<file path="src/rtl/decode_queue.sv">
// decode_queue: decode stage for the 16-bit ISA with a DEPTH-entry FIFO
// between fetch and register read. Instructions are decoded when they are
// pushed, and the decoded fields are stored next to the raw word and its PC.
//
// Ports:
//   clk, rst         clock, asynchronous active-high reset
//   in_valid/ready   fetch-side handshake; in_inst/in_pc carry the instruction
//   flush            synchronous discard of buffered and incoming entries
//   out_valid/ready  consumer-side handshake on the head entry
//   out_rs/rt/rd     register specifiers of the head entry
//   out_imm/disp     immediate / jump displacement, extended to DATA_W
//   out_pc/inst      PC and raw word of the head entry
//   perf_decoded     (DECODE_QUEUE_PERF_EN only) count of pushes
//   perf_stall       (DECODE_QUEUE_PERF_EN only) cycles with in_valid && !in_ready
//
// Optional feature macro: DECODE_QUEUE_PERF_EN.
module decode_queue #(
  parameter int DATA_W = 16,
  parameter int DEPTH  = 2,
  parameter int PC_W   = 16
) (
  input  logic              clk,
  input  logic              rst,
  input  logic              in_valid,
  output logic              in_ready,
  input  logic [15:0]       in_inst,
  input  logic [PC_W-1:0]   in_pc,
  input  logic              flush,
  output logic              out_valid,
  input  logic              out_ready,
  output logic [2:0]        out_rs,
  output logic [2:0]        out_rt,
  output logic [2:0]        out_rd,
  output logic [DATA_W-1:0] out_imm,
  output logic [DATA_W-1:0] out_disp,
  output logic [PC_W-1:0]   out_pc,
  output logic [15:0]       out_inst
`ifdef DECODE_QUEUE_PERF_EN
  ,
  output logic [31:0]       perf_decoded,
  output logic [31:0]       perf_stall
`endif
);

  localparam int PTR_W = $clog2(DEPTH);
  localparam int ENT_W = 16 + PC_W + 9 + 2 * DATA_W;
  localparam logic [PTR_W:0] DEPTH_C = (PTR_W + 1)'(DEPTH);

  // Decoder
  logic [2:0]        dec_rs, dec_rt, dec_rd;
  logic [DATA_W-1:0] dec_imm, dec_disp;
  logic [DATA_W-1:0] sext5, zext5, sext8, zext8, sext11;

  assign sext5  = {{(DATA_W - 5){in_inst[4]}}, in_inst[4:0]};
  assign zext5  = {{(DATA_W - 5){1'b0}}, in_inst[4:0]};
  assign sext8  = {{(DATA_W - 8){in_inst[7]}}, in_inst[7:0]};
  assign zext8  = {{(DATA_W - 8){1'b0}}, in_inst[7:0]};
  assign sext11 = {{(DATA_W - 11){in_inst[10]}}, in_inst[10:0]};

  always_comb begin
    dec_rs   = '0;
    dec_rt   = '0;
    dec_rd   = '0;
    dec_imm  = '0;
    dec_disp = '0;
    case (in_inst[15:13])
      3'b010: begin
        dec_rs  = in_inst[10:8];
        dec_rd  = in_inst[7:5];
        dec_imm = in_inst[12] ? zext5 : sext5;
      end
      3'b101: begin
        dec_rs  = in_inst[10:8];
        dec_rd  = in_inst[7:5];
        dec_imm = sext5;
      end
      3'b100: begin
        dec_rs = in_inst[10:8];
        if (in_inst[12:11] == 2'b10) begin
          dec_imm = zext8;
        end else begin
          dec_rd  = in_inst[7:5];
          dec_imm = sext5;
        end
      end
      3'b110, 3'b111: begin
        dec_rs = in_inst[10:8];
        dec_rt = in_inst[7:5];
        dec_rd = in_inst[4:2];
      end
      3'b011: begin
        dec_rs  = in_inst[10:8];
        dec_imm = sext8;
      end
      3'b001: begin
        if (in_inst[11]) dec_imm = sext8;
        else             dec_disp = sext11;
      end
      default: ;
    endcase
  end

  // Buffer
  logic [ENT_W-1:0] mem_q [DEPTH];
  logic [ENT_W-1:0] mem_d [DEPTH];
  logic [PTR_W-1:0] wr_ptr_q, wr_ptr_d, rd_ptr_q, rd_ptr_d;
  logic [PTR_W:0]   count_q, count_d;
  logic             push, pop;
  logic [ENT_W-1:0] entry, head;

  assign in_ready  = (count_q < DEPTH_C);
  assign out_valid = (count_q != '0);
  assign push      = in_valid && in_ready;
  assign pop       = out_valid && out_ready;
  assign entry     = {in_inst, in_pc, dec_rs, dec_rt, dec_rd, dec_imm, dec_disp};
  assign head      = out_valid ? mem_q[rd_ptr_q] : '0;
  assign {out_inst, out_pc, out_rs, out_rt, out_rd, out_imm, out_disp} = head;

  always_comb begin
    mem_d    = mem_q;
    wr_ptr_d = wr_ptr_q;
    rd_ptr_d = rd_ptr_q;
    count_d  = count_q;
    if (flush) begin
      // A push coinciding with flush is dropped along with the contents.
      wr_ptr_d = '0;
      rd_ptr_d = '0;
      count_d  = '0;
    end else begin
      if (push) begin
        mem_d[wr_ptr_q] = entry;
        wr_ptr_d        = wr_ptr_q + 1'b1;
      end
      if (pop) rd_ptr_d = rd_ptr_q + 1'b1;
      case ({push, pop})
        2'b10:   count_d = count_q + 1'b1;
        2'b01:   count_d = count_q - 1'b1;
        default: ;
      endcase
    end
  end

  always_ff @(posedge clk or posedge rst) begin
    if (rst) begin
      mem_q    <= '{default: '0};
      wr_ptr_q <= '0;
      rd_ptr_q <= '0;
      count_q  <= '0;
    end else begin
      mem_q    <= mem_d;
      wr_ptr_q <= wr_ptr_d;
      rd_ptr_q <= rd_ptr_d;
      count_q  <= count_d;
    end
  end

`ifdef DECODE_QUEUE_PERF_EN
  logic [31:0] perf_decoded_q, perf_decoded_d;
  logic [31:0] perf_stall_q, perf_stall_d;

  always_comb begin
    perf_decoded_d = perf_decoded_q;
    perf_stall_d   = perf_stall_q;
    if (push)                   perf_decoded_d = perf_decoded_q + 32'd1;
    if (in_valid && !in_ready)  perf_stall_d   = perf_stall_q + 32'd1;
  end

  always_ff @(posedge clk or posedge rst) begin
    if (rst) begin
      perf_decoded_q <= '0;
      perf_stall_q   <= '0;
    end else begin
      perf_decoded_q <= perf_decoded_d;
      perf_stall_q   <= perf_stall_d;
    end
  end

  assign perf_decoded = perf_decoded_q;
  assign perf_stall   = perf_stall_q;
`endif

endmodule
</file>
<file path="config.mk">
export PLATFORM = sky130hd
export DESIGN_NAME = decode_queue
export DESIGN_NICKNAME = d
export VERILOG_FILES = /design/src/rtl/decode_queue.sv
export SDC_FILE = /design/constraint.sdc
export NUM_CORES = 1
export LEC_CHECK = 0
export ABC_AREA = 1
export CAP_MARGIN = 20
export CORE_MARGIN = 3
export CORE_UTILIZATION = 30
export DETAILED_ROUTE_END_ITERATION = 10
export SLEW_MARGIN = 40
export SYNTH_ARGS = -nofsm -noshare
export SYNTH_HDL_FRONTEND = slang
export SYNTH_SLANG_ARGS = --single-unit
</file>
<file path="constraint.sdc">
create_clock -name clk -period 10.65 [get_ports clk]
set_input_delay 2.13 -clock clk [delete_from_list [all_inputs] [get_ports clk]]
set_output_delay 2.13 -clock clk [all_outputs]
set_load 0.05 [all_outputs]
</file>
==> Word level (Yosys, flattened, before mapping) <==
Index checks and enable logic that the tools add are counted.
Widths: inputs -> output; s select.
{ "classes": {"n_addsub": 4, "magnitude_cmp": 4, "eq_ne": 10, "mux": 23, "bitwise_logic": 3, "reduce_logical": 11} }
{ "ops": {"columns": ["operator", "n"], "rows": [
  ["$mux 73", 5],
  ["$bwmux 146", 1],
  ["$mux 16", 5],
  ["$pmux 16 s5", 1],
  ["$demux 73 s1", 1],
  ["$eq 3x3->1 const B", 4],
  ["$mux 3", 3],
  ["$pmux 3 s3", 1],
  ["$eq 3x2->1 const B", 2],
  ["$reduce_bool 2->1", 3],
  ["$reduce_or 6->1", 1],
  ["$eq 2x2->1 const B", 2],
  ["$ge 2x2->1 const B", 2],
  ["$mux 1", 4],
  ["$not 1->2", 2],
  ["$pmux 2 s2", 1],
  ["$reduce_or 2->1", 2],
  ["$eq 3x1->1 const B", 1],
  ["$logic_and 1x1->1", 3],
  ["$reduce_bool 3->1", 1],
  ["$add 1x1->1 const B", 2],
  ["$add 2x1->2 const B", 1],
  ["$eq 2x1->1 const B", 1],
  ["$lt 2x1->1 const B", 1],
  ["other kinds (5)", 5]
]} }
{ "word_totals": {"reg_bits": 150, "input_bits": 37, "output_inout_bits": 75, "word_cells": 60} }

==> Depth between registers and ports, before layout <==
Gate-level depths: netlist of run 1.
{ "logic_depth": {"ltp_word": 6, "ltp_mapped": 8, "ltp_nobuf": 7} }

==> Worst setup path before layout of run 1 <==
OpenSTA, ideal clock, no wires.
{ "synth_path": {"kind": "register to output", "startpoint": "reg count_q[1]", "endpoint": "out out_disp[11]", "arrival_ns": 2.775, "t_required_ns": 8.520, "slack_ns": 5.745, "path_stages_with_launch": 7, "path_buffers": 2, "path_cell_list": "dfrtp_1 -> inv_2 -> nand2_1 -> clkbuf_1 -> o21ai_0 -> a21oi_1 -> buf_4"} }
{ "synth_via": {"elab_chain_cells": 2} }
{ "synth_rtl": {"columns": ["element", "line", "source"], "rows": [
  ["start, declared", "107", "logic [PTR_W:0] count_q, count_d;"],
  ["start signal, assigned", "153", "count_q <= count_d;"],
  ["$reduce_bool 2->1", "112", "assign out_valid = (count_q != '0);"],
  ["named net out_valid", "29", "output logic out_valid,"],
  ["$mux 73", "116", "assign head = out_valid ? mem_q[rd_ptr_q] : '0;"],
  ["end, declared", "35", "output logic [DATA_W-1:0] out_disp,"]
]} }
The timed path passes the listed nets, and every way through them passes these cells.

==> Worst setup path after layout of run 1 <==
{ "layout_path": {"startpoint": "reg rd_ptr_q", "endpoint": "out out_imm[11]"} }
{ "layout_via": {"elab_chain_cells": 5} }
{ "layout_rtl": {"columns": ["element", "line", "source"], "rows": [
  ["start, declared", "106", "logic [PTR_W-1:0] wr_ptr_q, wr_ptr_d, rd_ptr_q, rd_ptr_d;"],
  ["start signal, assigned", "152", "rd_ptr_q <= rd_ptr_d;"],
  ["$not 1->2 (implied by the code)", "116", null],
  ["$mux 73 (implied by the code) (3 in a row)", "116", null],
  ["$mux 73", "116", null],
  ["end, declared", "34", "output logic [DATA_W-1:0] out_imm,"]
]} }
No other way between the ends. The select of a mux whose other input is x is not followed.

==> results of run 1 <==
[worst min-delay path by stage]
stage,startpoint,to,slack (ns)
floorplan,mem_q[35],mem_q[35],0.44
global placement,mem_q[37],mem_q[37],0.46
detailed placement,mem_q[109],mem_q[109],0.46
CTS,mem_q[109],mem_q[109],0.48
global route,mem_q[17],mem_q[17],0.50
finish,mem_q[109],mem_q[109],0.47
[critical path, delay by kind of cell (launching register included)]
family          cells  cell delay (ns)
simple gates        1             0.09
compound gates      1             0.46
buf+inv             3             1.85
flops               1             0.41
[cell families after synthesis]
logic type	Yosys count
and+or+nand+nor	368
buffers and inverters	112
AOI/OAI and AO/OA	163
DFF	126
[layout make-up]
| cell class | count | area [µm²] |
|---|---|---|
| sequential | 126 | 3150 |
| tap | 260 | 325 |
| inverter | 55 | 210 |
| timing repair buffer | 118 | 1170 |
| fill | 1968 | 11300 |
| clock buffer | 17 | 425 |
| clock inverter | 15 | 211 |
| multi-input combinational | 531 | 2290 |
[stage by stage]
stage	hold WS [ns]	power [mW]	utilization [%]
after floorplan	0.442	1.53	-
after global placement	0.455	1.86	37.4
after detailed placement	0.463	1.87	37.4
after CTS	0.477	2.50	40.8
after global routing	0.498	2.64	40.8
final	0.473	2.48	40.8
[per-layer routing]
layer,vias up,global-route usage (%)
met4,0,5.46
met2,153,24.7
met3,21,3.63
met5,-,0
met1,2479,22.5
li1,2596,-
[registers in the layout, indices dropped and copies added, names as in the netlist]
name,flops
count_q,2
rd_ptr_q,1
mem_q,122
wr_ptr_q,1
[power groups by stage]
stage	Sequential, mW	Combinational (mW)	Clock, mW
global route	0.765	1.21	0.659
finish	0.742	1.11	0.622
detailed placement	0.749	1.12	0
CTS	0.742	1.13	0.633
floorplan	0.726	0.800	0
global placement	0.747	1.11	0
[layout by cell type (no fill, tap or decap), drive strengths merged]
cell type / Yosys / layout
nand2: 315 / 315
dfrtp: 126 / 126
clkdlybuf4s50: 0 / 111
o21ai: 86 / 86
a21oi: 64 / 64
inv: 55 / 57
nand3: 32 / 32
nor2: 19 / 19
clkbuf: 20 / 18
o22ai: 11 / 11
buf: 37 / 6
clkinv: 0 / 5
bufinv: 0 / 4
clkinvlp: 0 / 4
o21a: 2 / 2
nor3: 1 / 1
nand4: 1 / 1
==> flow_metrics.py, run 1 <==
metrics = {
    "power": {
        "seqPwrFrac_pct": 30.0,
        "switching_share_pct": 44.3,
        "combPwrFrac_pct": 44.9,
        "p_int_mw": 1.38,
        "leakage_nw": 3.58,
        "p_switching_mw": 1.10,
        "ir_worst_vdd_v": 0.000121,
        "clkPwrFrac_pct": 25.1,
        "powerDensity_mw_per_mm2": 318,
    },
    "logic_synthesis": {
        "synth-simple-area-share_pct": 24.3,
        "synth_seq_area_share_pct": 53.2,
        "ys_top_cells_by_count": "314 x nand2_1, 126 x dfrtp_1, 64 x a21oi_1",
        "syn_avg_cell_area_um2": 7.71,
        "synthFlopType": "dfrtp_1",
        "ys_warn_count": 0,
        "synth.most_common_cell": "nand2_1",
        "syn_area_mm2": 0.00593,
        "synth_enable_flop_cells": 0,
        "synthXorXnorAreaFrac_pct": 0,
        "yosys.area.top_type": "dfrtp_1",
        "muxShareOfSynthArea_pct": 0,
        "synth-seq-cells": 126,
        "synth_compound_area_share_pct": 14.1,
        "synth-adder-area-share_pct": 0,
        "synth_fp_nets": 806,
        "synth_top_family_by_area": "simple AND/OR/NAND/NOR gates",
        "yosysUniqueCellTypes": 18,
        "synth_cells": 769,
        "synthArstFlopShare_pct": 100,
        "synth.top_cell.area_share_pct": 53.2,
        "synth_area_leaders": "dfrtp_1 53%, nand2_1 20%, a21oi_1 5.4%",
    },
    "detailed_routing": {
        "highest_layer": "met4",
        "vias_per_cell": 4.68,
        "drt-met1-wl_mm": 7.99,
        "vias": 5249,
        "drt-initial-drc-count": 366,
        "ant_nets": 0,
        "dr_wl_met2_mm": 7.84,
        "wl_met3_um": 799,
        "drt-pass1-iter-count": 7,
        "drt_wl_total_mm": 16.9,
        "drc_errors": 0,
        "wl_per_cell_um": 15.1,
    },
    "worst_setup_path": {
        "crit_type": "register to output pin",
        "cp.required_ns": 8.52,
        "critPathArrivalTime_ns": 3.25,
        "r2r_end": "mem_q[54]",
        "worstSetupStartpoint": "rd_ptr_q",
        "reg2regPathDepth": 7,
        "cp_cell_sequence": "inv_2 -> buf_4 -> nand2_1 -> a21oi_1 -> clkdlybuf4s50_1",
        "start_kind": "register",
        "crit_fanout": 51,
        "cp-end-kind": "output pin",
        "r2r_start": "count_q[1]",
        "ff2ff_setup_slack_ns": 8.28,
        "critPathMaxStageDelay_ns": 0.92,
        "crit_slowest_cell": "clkdlybuf4s50_1",
        "critical_path.endpoint": "out_imm[11]",
    },
    "cts": {
        "clockBufferDepth": 2,
        "cts_buffers": 17,
        "post-cts-setup-buffer-count": 0,
        "cts-root-buf": "clkbuf_16",
        "htreeDepth": 4,
        "cts.repair.resized": 0,
        "insertion_delay_ns": 0.42,
        "cts_tree": "yes",
        "cts.sinks": 126,
        "cts_hold_buf": 0,
        "clk_pin_slew_ns": 0.06,
    },
    "die": {
        "pin_count": 112,
        "start_util_pct": 31.1,
        "die_h_um": 147,
        "chipWidth_um": 147,
        "core_mm2": 0.0191,
        "rows": 50,
        "die-area_mm2": 0.0215,
    },
    "timing": {
        "period_minus_slack_ns": 5.38,
        "skew_ns": 0.00531,
        "final.period_utilization_pct": 50.5,
        "maxSlewHeadroom_pct": 54.2,
        "slew_violations": 0,
        "max_freq_ghz": 0.186,
        "hold_violations": 0,
        "worst_slack_ns": 5.27,
        "worst_pin_slew_ns": 0.687,
        "setup-tns-final_ns": 0,
        "rsz0062_at_grt": "false",
        "setup_viol": 0,
    },
    "outcome": {
        "status": "finished clean",
    },
    "final_layout": {
        "final_nets": 886,
        "antenna_cells": 0,
        "final_cells": 1122,
        "syn_to_final_growth_pct": 31.4,
        "post-route-cell-area_mm2": 0.00779,
        "drive_gt1_share_pct": 5.80,
    },
    "grt": {
        "grt_pass1_wl_mm": 27.9,
        "track_usage_pct": 16.1,
        "grt_pass1_vias": 5296,
        "grt_start_max_net_pins": 83,
        "antenna_found_initial": 0,
        "grt-ovfl-total": 0,
    },
    "place": {
        "dp_worst_setup_slack_ns": 5.67,
        "placed_area_mm2": 0.00715,
        "port_buffers": 111,
        "dp_hpwl_mm": 10.9,
        "routabilityCongestion": 0.803,
        "dp.cells": 1090,
    },
    "worst_hold_path": {
        "hold_depth": 2,
        "hp-class": "register to register",
    },
    "flow_run": {
        "drv_cap": 0,
    },
}
Power figures use the tool's default switching activity.
==> inputs of run 2 (changes only) <==
==> constraint.sdc (replaced) <==
create_clock -name clk -period 4.7 [get_ports clk]
set_input_delay 0.94 -clock clk [delete_from_list [all_inputs] [get_ports clk]]
set_output_delay 0.94 -clock clk [all_outputs]
set_load 0.05 [all_outputs]
==> flow_metrics.py, run 2 (synthesized netlist as in run 1, its figures left out) <==
metrics = {
    "outcome": {
        "status": "finished clean",
    },
    "worst_setup_path": {
        "ff2ff_setup_slack_ns": 2.56,
        "cp_cell_sequence": "inv_2 -> buf_4 -> nand2_1 -> a21oi_1 -> clkdlybuf4s50_1",
        "crit_type": "register to output pin",
        "worstSetupStartpoint": "rd_ptr_q",
        "cp.required_ns": 3.76,
        "critPathArrivalTime_ns": 3.16,
        "cp-end-kind": "output pin",
        "crit_fanout": 35,
        "start_kind": "register",
        "critPathMaxStageDelay_ns": 0.85,
        "r2r_end": "mem_q[69]",
        "r2r_start": "count_q[1]",
        "crit_slowest_cell": "clkdlybuf4s50_1",
        "reg2regPathDepth": 7,
    },
    "final_layout": {
        "drive_gt1_share_pct": 6.23,
        "final_nets": 891,
        "layout_commonest_cell": "nand2_1",
        "antenna_cells": 0,
        "reg_top3": "mem_q: 122 flops, count_q: 2 flops",
        "syn_to_final_growth_pct": 31.4,
        "post-route-cell-area_mm2": 0.00779,
        "largest_reg_flops": 122,
        "layout_common_cells": "314 x nand2_1, 125 x dfrtp_1, 111 x clkdlybuf4s50_1",
        "final_cells": 1127,
        "top_register": "mem_q",
        "post-route-util_pct": 40.8,
    },
    "timing": {
        "max_freq_ghz": 0.244,
        "maxSlewHeadroom_pct": 47.4,
        "hold_violations": 0,
        "slew_violations": 0,
        "rsz0062_at_grt": "false",
        "worst_pin_slew_ns": 0.786,
        "setup_viol": 0,
        "skew_ns": 0.00691,
        "period_minus_slack_ns": 4.10,
        "final.period_utilization_pct": 87.2,
        "setup-tns-final_ns": 0,
    },
    "power": {
        "powerDensity_mw_per_mm2": 714,
        "leakage_nw": 3.61,
        "ir_worst_vdd_v": 0.000288,
    },
    "detailed_routing": {
        "vias": 5262,
        "ant_nets": 0,
        "drt-pass1-iter-count": 5,
        "wl_per_cell_um": 15.5,
        "drt_wl_total_mm": 17.4,
        "vias_per_cell": 4.67,
        "drt-initial-drc-count": 395,
        "drc_errors": 0,
    },
    "place": {
        "dp_hpwl_mm": 11.4,
        "placed_area_mm2": 0.00719,
        "dp.cells": 1095,
        "port_buffers": 111,
        "routabilityCongestion": 0.841,
    },
    "grt": {
        "grt_pass1_vias": 5393,
        "track_usage_pct": 16.9,
        "grt_pass1_wl_mm": 28.9,
        "grt_start_max_net_pins": 64,
        "grt-ovfl-total": 0,
        "antenna_found_initial": 0,
    },
    "worst_hold_path": {
        "hold_depth": 2,
        "hp-class": "register to register",
        "hold_start": "mem_q[110]",
        "hold_end": "mem_q[110]",
    },
    "cts": {
        "insertion_delay_ns": 0.42,
        "clockBufferDepth": 2,
        "cts_hold_buf": 0,
        "clk_pin_slew_ns": 0.06,
        "cts_buffers": 17,
        "cts.sinks": 126,
        "cts_tree": "yes",
        "post-cts-setup-buffer-count": 0,
        "cts-root-buf": "clkbuf_16",
        "cts.repair.resized": 0,
        "htreeDepth": 4,
    },
    "die": {
        "pin_count": 112,
        "core_mm2": 0.0191,
        "start_util_pct": 31.1,
        "rows": 50,
        "chipWidth_um": 147,
        "die_h_um": 147,
        "die-area_mm2": 0.0215,
    },
    "flow_run": {
        "drv_cap": 0,
    },
}
[run 2: cell types whose count changed in the layout (fill, tap and decap cells not counted), sizes merged]
cell and delta:
bufinv -2, buf +6, clkinv +1, clkinvlp -2
inv -2, clkbuf +4
[run 2: area by class of cell]
type,instances,area (µm²)
flip-flops and latches,126,3150
repair buffers,123,1210
inverters,55,213
clock buffers,22,494
well taps,260,325
multi-input cells,531,2280
fillers,1971,11300
clock inverters,10,109
[run 2: through the flow]
stage	hold slack (ns)	setup WS, ns	total power [mW]
final	0.468	0.600	5.56
after global routing	0.486	0.415	5.90
after CTS	0.473	0.545	5.62
after detailed placement	0.459	1.01	4.26
after global placement	0.455	1.04	4.23
after floorplan	0.442	0.404	3.46
[run 2: worst max-delay path by stage]
stage	to	slack (ns)	cells after the start
after floorplan	count_q[0]	0.40	1
after CTS	out_rs[1]	0.55	5
after global routing	out_imm[15]	0.42	4
after detailed placement	out_rs[1]	1.01	5
final	out_rd[1]	0.60	5
after global placement	out_rs[1]	1.04	5
[run 2: metal layers]
layer	GRT usage (%)	up-vias	wire length, µm
met3	4.44	22	932
met2	27.1	147	8000
met1	22.6	2488	8250
li1	-	2605	-
met4	4.94	0	229
met5	0	-	0
[run 2: worst max-delay path: cells and delay by family (launching register included)]
kind	cells	cell delay (ns)
AOI/OAI and AO/OA	1	0.22
buffers and inverters	3	1.82
DFF	1	0.58
and+or+nand+nor	1	0.09
[run 2: where the power goes]
group          internal (mW)  switching, mW  leakage, nW
combinational          0.774           1.75         1.69
clock                  0.847          0.487        0.298
sequential              1.48          0.231         1.62
